===== config.mk =====
export PLATFORM = sky130hd
export DESIGN_NAME = bird_motion_ctrl
export DESIGN_NICKNAME = d
export VERILOG_FILES = /design/src/rtl/bird_motion_ctrl.sv
export SDC_FILE = /design/constraint.sdc
export NUM_CORES = 1
export LEC_CHECK = 0
export CAP_MARGIN = 20
export CORE_UTILIZATION = 40
export DETAILED_ROUTE_END_ITERATION = 10
export SYNTH_ARGS = -nofsm -noshare
export SYNTH_HDL_FRONTEND = slang
export SYNTH_SLANG_ARGS = --single-unit

===== constraint.sdc =====
create_clock -name dclk -period 4.2 [get_ports dclk]
set_clock_uncertainty 0.1 [all_clocks]
set_input_delay 0.84 -clock dclk [delete_from_list [all_inputs] [get_ports dclk]]
set_output_delay 0.84 -clock dclk [all_outputs]
set_load 0.03 [all_outputs]

===== src/rtl/bird_motion_ctrl.sv =====
// -----------------------------------------------------------------------------
// bird_motion_ctrl
//
// Vertical motion and game-state controller for the flappy-bird demo. The bird
// falls under a constant per-frame gravity and gets a fixed upward velocity
// each time the button is pressed. All motion is applied once per video frame,
// at the start of vertical blanking, so the rendered bird never tears.
//
// Parameters
//   Y_INIT      bird top row while waiting in READY (pixels)
//   Y_MAX       lowest legal top row; reaching it ends the run
//   GRAVITY     velocity increment per frame
//   FLAP_VEL    velocity loaded by a flap (signed, negative = upward)
//   VMAX        terminal (maximum downward) velocity
//   DEAD_FRAMES minimum frames spent in DEAD before a flap restarts the game
//
// Ports
//   dclk         in   25 MHz pixel clock, the only clock
//   clr          in   synchronous active-high reset
//   vsync        in   active-low vertical sync from the 640x480 timing gen
//   flap         in   debounced, asynchronous button level
//   bird_y       out  [9:0]  registered bird top row (renderer square_top)
//   state        out  [1:0]  0=READY, 1=PLAY, 2=DEAD
//   game_over    out  high exactly while state is DEAD
//   alive_frames out  [15:0] frames survived in the current run (saturating)
// -----------------------------------------------------------------------------
module bird_motion_ctrl #(
    parameter int Y_INIT      = 215,
    parameter int Y_MAX       = 430,
    parameter int GRAVITY     = 1,
    parameter int FLAP_VEL    = -8,
    parameter int VMAX        = 10,
    parameter int DEAD_FRAMES = 60
) (
    input  logic        dclk,
    input  logic        clr,
    input  logic        vsync,
    input  logic        flap,
    output logic [9:0]  bird_y,
    output logic [1:0]  state,
    output logic        game_over,
    output logic [15:0] alive_frames
);

    typedef enum logic [1:0] {
        ST_READY   = 2'd0,
        ST_PLAY    = 2'd1,
        ST_DEAD    = 2'd2,
        ST_ILLEGAL = 2'd3
    } state_t;

    localparam int DC_W = (DEAD_FRAMES < 1) ? 1 : $clog2(DEAD_FRAMES + 1);

    localparam logic signed [10:0] Y_INIT_V  = 11'(Y_INIT);
    localparam logic signed [10:0] Y_MAX_V   = 11'(Y_MAX);
    localparam logic signed [11:0] Y_MAX_S   = 12'(Y_MAX);
    localparam logic signed [4:0]  FLAP_V    = 5'(FLAP_VEL);
    localparam logic signed [4:0]  VMAX_V    = 5'(VMAX);
    localparam logic signed [6:0]  VMAX_S    = 7'(VMAX);
    localparam logic signed [6:0]  GRAVITY_S = 7'(GRAVITY);
    localparam logic [DC_W-1:0]    DEAD_MAX  = DC_W'(DEAD_FRAMES);

    // -------------------------------------------------------------------------
    // Button synchronizer and rising-edge detector.
    // r_flap_s1/s2 form the 2-flop synchronizer, r_flap_s3 is the previous
    // synchronized level, and r_flap_evt is the registered one-cycle pulse,
    // three dclk after the pin.
    //
    // The pipeline resets to 0, so a button held through reset would look
    // like a fresh rising edge once real samples arrive. r_settle waits until
    // r_flap_s2 carries a real pin sample, and r_flap_armed only rises once
    // that sample has been seen low; until then no event can be produced.
    // -------------------------------------------------------------------------
    logic       r_flap_s1;
    logic       r_flap_s2;
    logic       r_flap_s3;
    logic       r_flap_evt;
    logic       r_flap_armed;
    logic [1:0] r_settle;

    always_ff @(posedge dclk) begin
        if (clr) begin
            r_flap_s1    <= 1'b0;
            r_flap_s2    <= 1'b0;
            r_flap_s3    <= 1'b0;
            r_flap_evt   <= 1'b0;
            r_flap_armed <= 1'b0;
            r_settle     <= 2'd0;
        end else begin
            r_flap_s1    <= flap;
            r_flap_s2    <= r_flap_s1;
            r_flap_s3    <= r_flap_s2;
            r_flap_evt   <= r_flap_armed & r_flap_s2 & ~r_flap_s3;
            r_settle     <= (r_settle == 2'd2) ? 2'd2 : r_settle + 2'd1;
            r_flap_armed <= r_flap_armed | ((r_settle == 2'd2) & ~r_flap_s2);
        end
    end

    // -------------------------------------------------------------------------
    // Frame tick: one-cycle pulse on the cycle after vsync's falling edge has
    // been registered, i.e. once per frame at the start of vertical blanking.
    // The edge register resets high so reset itself never counts as an edge,
    // but a vsync that is already low when reset releases does produce a tick.
    // -------------------------------------------------------------------------
    logic r_vsync_q;
    logic r_frame_tick;

    always_ff @(posedge dclk) begin
        if (clr) begin
            r_vsync_q    <= 1'b1;
            r_frame_tick <= 1'b0;
        end else begin
            r_vsync_q    <= vsync;
            r_frame_tick <= r_vsync_q & ~vsync;
        end
    end

    // -------------------------------------------------------------------------
    // Game state and motion registers
    // -------------------------------------------------------------------------
    state_t                r_state;
    logic signed [10:0]    r_y;
    logic signed [4:0]     r_vel;
    logic                  r_pending;
    logic [DC_W-1:0]       r_dead_cnt;
    logic [15:0]           r_alive;

    state_t                w_state_nxt;
    logic signed [10:0]    w_y_nxt;
    logic signed [4:0]     w_vel_nxt;
    logic                  w_pending_nxt;
    logic [DC_W-1:0]       w_dead_nxt;
    logic [15:0]           w_alive_nxt;

    // Motion arithmetic, widened so that neither the position sum nor the
    // gravity step can wrap before it is range-checked.
    logic signed [11:0]    w_y_sum;
    logic signed [6:0]     w_vel_grav;
    logic signed [4:0]     w_vel_cap;
    logic                  w_flap_now;
    logic [15:0]           w_alive_inc;

    assign w_y_sum     = {r_y[10], r_y} + {{7{r_vel[4]}}, r_vel};
    assign w_vel_grav  = {{2{r_vel[4]}}, r_vel} + GRAVITY_S;
    assign w_alive_inc = (r_alive == 16'hFFFF) ? r_alive : r_alive + 16'd1;
    // A flap arriving on the tick cycle itself counts the same as a pending one.
    assign w_flap_now  = r_pending | r_flap_evt;

    always_comb begin
        w_vel_cap = w_vel_grav[4:0];
        if (w_vel_grav > VMAX_S) begin
            w_vel_cap = VMAX_V;
        end
    end

    always_comb begin
        w_state_nxt   = r_state;
        w_y_nxt       = r_y;
        w_vel_nxt     = r_vel;
        w_pending_nxt = r_pending;
        w_dead_nxt    = r_dead_cnt;
        w_alive_nxt   = r_alive;

        case (r_state)
            ST_READY: begin
                w_y_nxt       = Y_INIT_V;
                w_vel_nxt     = '0;
                w_alive_nxt   = '0;
                w_pending_nxt = 1'b0;
                w_dead_nxt    = '0;
                // The start flap wins over a coincident frame tick: no motion
                // is applied on the transition cycle.
                if (r_flap_evt) begin
                    w_state_nxt = ST_PLAY;
                    w_vel_nxt   = FLAP_V;
                end
            end

            ST_PLAY: begin
                if (r_frame_tick) begin
                    w_alive_nxt   = w_alive_inc;
                    w_pending_nxt = 1'b0;
                    if (w_y_sum[11]) begin
                        // Hit the top of the screen: pin to row 0 and stop,
                        // unless a flap reload is due this frame.
                        w_y_nxt   = '0;
                        w_vel_nxt = w_flap_now ? FLAP_V : 5'sd0;
                    end else if (w_y_sum >= Y_MAX_S) begin
                        w_y_nxt     = Y_MAX_V;
                        w_vel_nxt   = '0;
                        w_state_nxt = ST_DEAD;
                    end else begin
                        w_y_nxt   = w_y_sum[10:0];
                        w_vel_nxt = w_flap_now ? FLAP_V : w_vel_cap;
                    end
                end else if (r_flap_evt) begin
                    // Several presses within one frame collapse into one.
                    w_pending_nxt = 1'b1;
                end
            end

            ST_DEAD: begin
                if (r_flap_evt && (r_dead_cnt == DEAD_MAX)) begin
                    w_state_nxt   = ST_READY;
                    w_y_nxt       = Y_INIT_V;
                    w_vel_nxt     = '0;
                    w_alive_nxt   = '0;
                    w_pending_nxt = 1'b0;
                    w_dead_nxt    = '0;
                end else if (r_frame_tick && (r_dead_cnt != DEAD_MAX)) begin
                    w_dead_nxt = r_dead_cnt + DC_W'(1);
                end
            end

            default: begin
                // Unreachable encoding: fall back to a clean READY.
                w_state_nxt   = ST_READY;
                w_y_nxt       = Y_INIT_V;
                w_vel_nxt     = '0;
                w_alive_nxt   = '0;
                w_pending_nxt = 1'b0;
                w_dead_nxt    = '0;
            end
        endcase
    end

    always_ff @(posedge dclk) begin
        if (clr) begin
            r_state    <= ST_READY;
            r_y        <= Y_INIT_V;
            r_vel      <= '0;
            r_pending  <= 1'b0;
            r_dead_cnt <= '0;
            r_alive    <= '0;
        end else begin
            r_state    <= w_state_nxt;
            r_y        <= w_y_nxt;
            r_vel      <= w_vel_nxt;
            r_pending  <= w_pending_nxt;
            r_dead_cnt <= w_dead_nxt;
            r_alive    <= w_alive_nxt;
        end
    end

    // -------------------------------------------------------------------------
    // Outputs. r_y is always clamped to [0, Y_MAX], so its low 10 bits are
    // the full row value.
    // -------------------------------------------------------------------------
    assign bird_y       = r_y[9:0];
    assign state        = r_state;
    assign game_over    = (r_state == ST_DEAD);
    assign alive_frames = r_alive;

endmodule


-- Word level (Yosys, flattened, before mapping)
Cells that the tools add are included.
- register bits after elaboration: 50
- input bits: 4
- output and inout bits: 29
- $add $sub $neg: 5
- magnitude comparators: 2
- equality and inequality tests: 14
- multiplexer cells: 32
- bitwise operators: 10
- reduce and logical (&&, ||, !) cells: 9
- operators with widths (cell ; number):
    16-bit two-way mux ; 3
    11-bit two-way mux ; 4
    5-bit two-way mux ; 8
    16-bit one-hot mux with 2 select lines ; 1
    11-bit one-hot mux with 2 select lines ; 1
    16-bit by 1-bit adder with 16-bit output (second input constant) ; 1
    16-bit == test (second input constant) ; 1
    5-bit one-hot mux with 3 select lines ; 1
    11-bit by 5-bit adder with 12-bit output ; 1
    12-bit by 10-bit >= comparator with 1-bit output (second input constant) ; 1
    2-bit two-way mux ; 6
    6-bit two-way mux ; 2
    6-bit one-hot mux with 2 select lines ; 1
    2-bit != test (second input constant) ; 5
    5-bit by 2-bit adder with 6-bit output (second input constant) ; 1
    6-bit by 1-bit adder with 6-bit output (second input constant) ; 1
    6-bit == test (second input constant) ; 1
    6-bit by 5-bit > comparator with 1-bit output (second input constant) ; 1
    6-bit != test (second input constant) ; 1
    2-bit one-hot mux with 3 select lines ; 1
    2-bit AND reduction ; 3
    5-bit AND reduction ; 1
    1-bit bitwise AND ; 4
    2-bit == test (second input constant) ; 2
    13 further kinds ; 20

-- Logic depth before layout (Yosys ltp)
- word-level depth: 8
- depth in mapped cells: 10

-- Least setup slack after synthesis
No wires, ideal clock.
- kind: flip-flop to flip-flop
- start point: register r_vel[0]
- end point: register r_vel[0]
- data arrival time: 2.690 ns
- slack: 1.293 ns
- cell stages (with the launch flop): 10
- path buffers: 0
- period minus slack after synthesis: 2.907 ns
- cell sequence: dfxtp_1 -> ha_1 -> fa_1 -> a211oi_2 -> o21ai_1 -> a31o_1 -> or4_4 -> a32oi_4 -> a211oi_4 -> a22o_1
- cells in the longest elaborated chain, start to end: 8
- ends and longest elaborated chain (element ; RTL line ; RTL):
    start, declared ; 123 ; logic signed [4:0] r_vel;
    start signal, assigned ; 238 ; r_vel <= w_vel_nxt;
    branches (longest 5 deep; another with 11-bit by 5-bit adder with 12-bit output) ; n/a ;
    5-bit two-way mux * ; 183 ; if (w_y_sum[11]) begin
    5-bit two-way mux * ; 180 ; if (r_frame_tick) begin
    5-bit one-hot mux with 3 select lines * ; 164 ; case (r_state)
Mark *: on every way between the ends. The select of a mux whose other input is x is not followed.
A chain may end at the register's enable or synchronous reset.

-- Final worst setup path
- start point: register r_vel[0]
- end point: register r_vel[4]
The elaborated chain is that of the path after synthesis.

==> flow_metrics.tcl <==
set metrics [dict create \
    required_ns 4.27 \
    nFillCells 679 \
    fin_crit_ns 3.20 \
    synth_cell_type_count 53 \
    worstMarginPinSlew_ns 0.775 \
    yosysSeqAreaShare 0.347 \
    worst-path-max-fanout 9 \
    htreeDepth 2 \
    finalHoldViolations 0 \
    syn_nets 372 \
    antenna_cells 0 \
    nets 393 \
    gp_congestion 0.839 \
    intPower_mw 0.825 \
    synth_top_cell_area_share 0.347 \
    synthCells 350 \
    dp_worst_setup_slack_ns 1.04 \
    critPathCaptureType "flop" \
    cts_buffers 5 \
    synth.area.top_cells "dfxtp_1, ha_1, nor2_1" \
    die_width_um 86.9 \
    cp-start-kind "flop" \
    coreArea_um2 6870 \
    crit_type "reg -> reg" \
    clk_pin_slew_worst_paths_ns 0.10 \
    power_density_nw_per_um2 378 \
    comb_power_share 0.292 \
    die_h_um 86.9 \
    fin_area_um2 3350 \
    dieArea_um2 7560 \
    place_area_um2 3230 \
    drive_gt1_frac 0.0511 \
    ys_seq_elements 50 \
    vias_per_cell 5.20 \
    ctsResizeCount 0 \
    fin_util 0.488 \
    syn_to_final_growth_pct 16.1 \
    async_reset_ff_frac 0 \
    hold_buffers 0 \
    clk_latency_ns 0.31 \
    multi_input_area_um2 1730 \
    cts_root_buf "clkbuf_8" \
    max-cap-violations 0 \
    yosysWarnings 0 \
    io_pins 33 \
    synth_ff_type "dfxtp_1" \
    fin_hold_ws_ns 0.283 \
    yosysTopAreaCell "dfxtp_1" \
    grt_pass1_vias 2154 \
    ir_drop_mv 0.189 \
    drt_first_pass_iters 4 \
    postRouteAntennaNets 0 \
    hpwlAfterDp_mm 4.55 \
    rsz0062_at_grt "no" \
    synth_edf_count 0 \
    grt_max_degree 22 \
    leakage_nw 1.23 \
    layout_setup_ws_ns 1.00 \
    arrival_ns 3.27 \
    swShare 0.348 \
    p_switching_mw 0.441 \
    grt_pass1_wl_mm 10.3 \
    wl_mm 6.22 \
    setup_viol 0 \
    post-place-cells 460 \
    portBuffers 32 \
    clkPwrFrac 0.291 \
    postCtsSetupBuffers 0 \
    num_rows 30 \
    wire_per_inst_um 13.3 \
    tns_ns 0 \
    hold_class "reg -> reg" \
    cts.sinks 50 \
    tritoncts "built" \
    seqPwrFrac 0.417 \
    initial_core_util 0.420 \
    max_slew_margin 0.481 \
    overflow 0 \
    min_period_over_period 0.761 \
    fmax_mhz 313 \
    power_mw 1.27 \
    track_usage 0.174 \
    antenna_found_initial 0 \
    rrSetupSlack_ns 1.00 \
    maxSlewViolCount 0 \
    register_area_um2 1000 \
    synthesis.area_um2 2890 \
    drt-initial-drc-count 70 \
    synth.avg_cell_area_um2 8.24 \
    route.detailed.drc 0 \
    run_status "completed" \
    final_cells 468 \
    vias 2434 \
    clockBufferDepth 2 \
]
area by class of cell:
cell class / instances / share of cell area
clock buffers: 6 / 0.0247
clock inverters: 2 / 0.0116
inverters: 10 / 0.0112
multi-input cells: 270 / 0.518
flip-flops and latches: 50 / 0.299
well taps: 96 / 0.0359
repair buffers: 34 / 0.100
worst paths after layout:
kind | depth (start not counted) | end | startpoint
max | 10 | r_vel[4] | r_vel[0]
min | 1 | r_flap_evt | r_flap_s3
max reg2reg | 10 | r_vel[4] | r_vel[0]
min reg2reg | 1 | r_flap_evt | r_flap_s3
state kept, by name, indices dropped and copies added, names as in the netlist:
name	cells
r_flap_s2	1
r_vsync_q	1
alive_frames	16
r_dead_cnt	6
r_vel	5
state	2
r_y	11
r_pending	1
r_flap_s1	1
r_flap_armed	1
r_flap_evt	1
r_settle	2
r_frame_tick	1
r_flap_s3	1
power groups by stage:
stage | sequential [mW] | combinational, mW | clock [mW]
4_1_cts | 0.529 | 0.370 | 0.381
2_1_floorplan | 0.551 | 0.247 | 0
6_report | 0.529 | 0.369 | 0.368
3_3_place_gp | 0.540 | 0.370 | 0
3_5_place_dp | 0.540 | 0.367 | 0
5_1_grt | 0.534 | 0.407 | 0.398
Yosys cell counts, drive strengths merged, types with 5 or more instances:
cell type / n
nand4: 5
nor3: 8
nand2b: 7
buf: 10
nor2b: 6
dfxtp: 50
o21ai: 22
clkbuf: 10
nand2: 30
ha: 17
xnor2: 6
a31oi: 7
xor2: 18
nor2: 49
and2: 7
inv: 10
nand3: 17
a21oi: 14
placed cells by master, fill, tap and decap left out, drive strengths merged, types with 5 or more instances in the layout:
master	netlist	routed
dfxtp	50	50
nor2	49	49
clkdlybuf4s50	0	32
nand2	30	30
o21ai	22	22
xor2	18	18
nand3	17	17
ha	17	17
a21oi	14	14
inv	10	11
nor3	8	8
nand2b	7	7
a31oi	7	7
and2	7	7
nor2b	6	6
xnor2	6	6
clkbuf	10	6
nand4	5	5
critical path, cell delays in order (launching register included):
cell	delay, ns
dfxtp_1	0.41
ha_1	0.25
fa_1	0.42
a211oi_2	0.29
o21ai_1	0.14
a31o_1	0.26
or4_4	0.49
a32oi_4	0.32
a211oi_4	0.16
nor2_1	0.16
nor3_1	0.06
metal layers:
metal  vias up  GRT usage  share of wire
met5         -          0              0
met4         0     0.0758          0.021
met3        13     0.0341          0.030
met2        44      0.268           0.44
met1      1114      0.237           0.51
li1       1263          -              -
cell families (layout without fill, tap and decap cells):
kind of cell,Yosys count,count (layout),share of synthesized area
and+or+nand+nor,147,147,0.246
AOI/OAI and AO/OA,79,79,0.194
DFF,50,50,0.347
buffers and inverters,30,52,0.0520
xor gates and xnor gates,24,24,0.0729
adders and majority gates,18,18,0.0807
muxes,2,2,0.00737
Power figures use the tool's default switching activity.
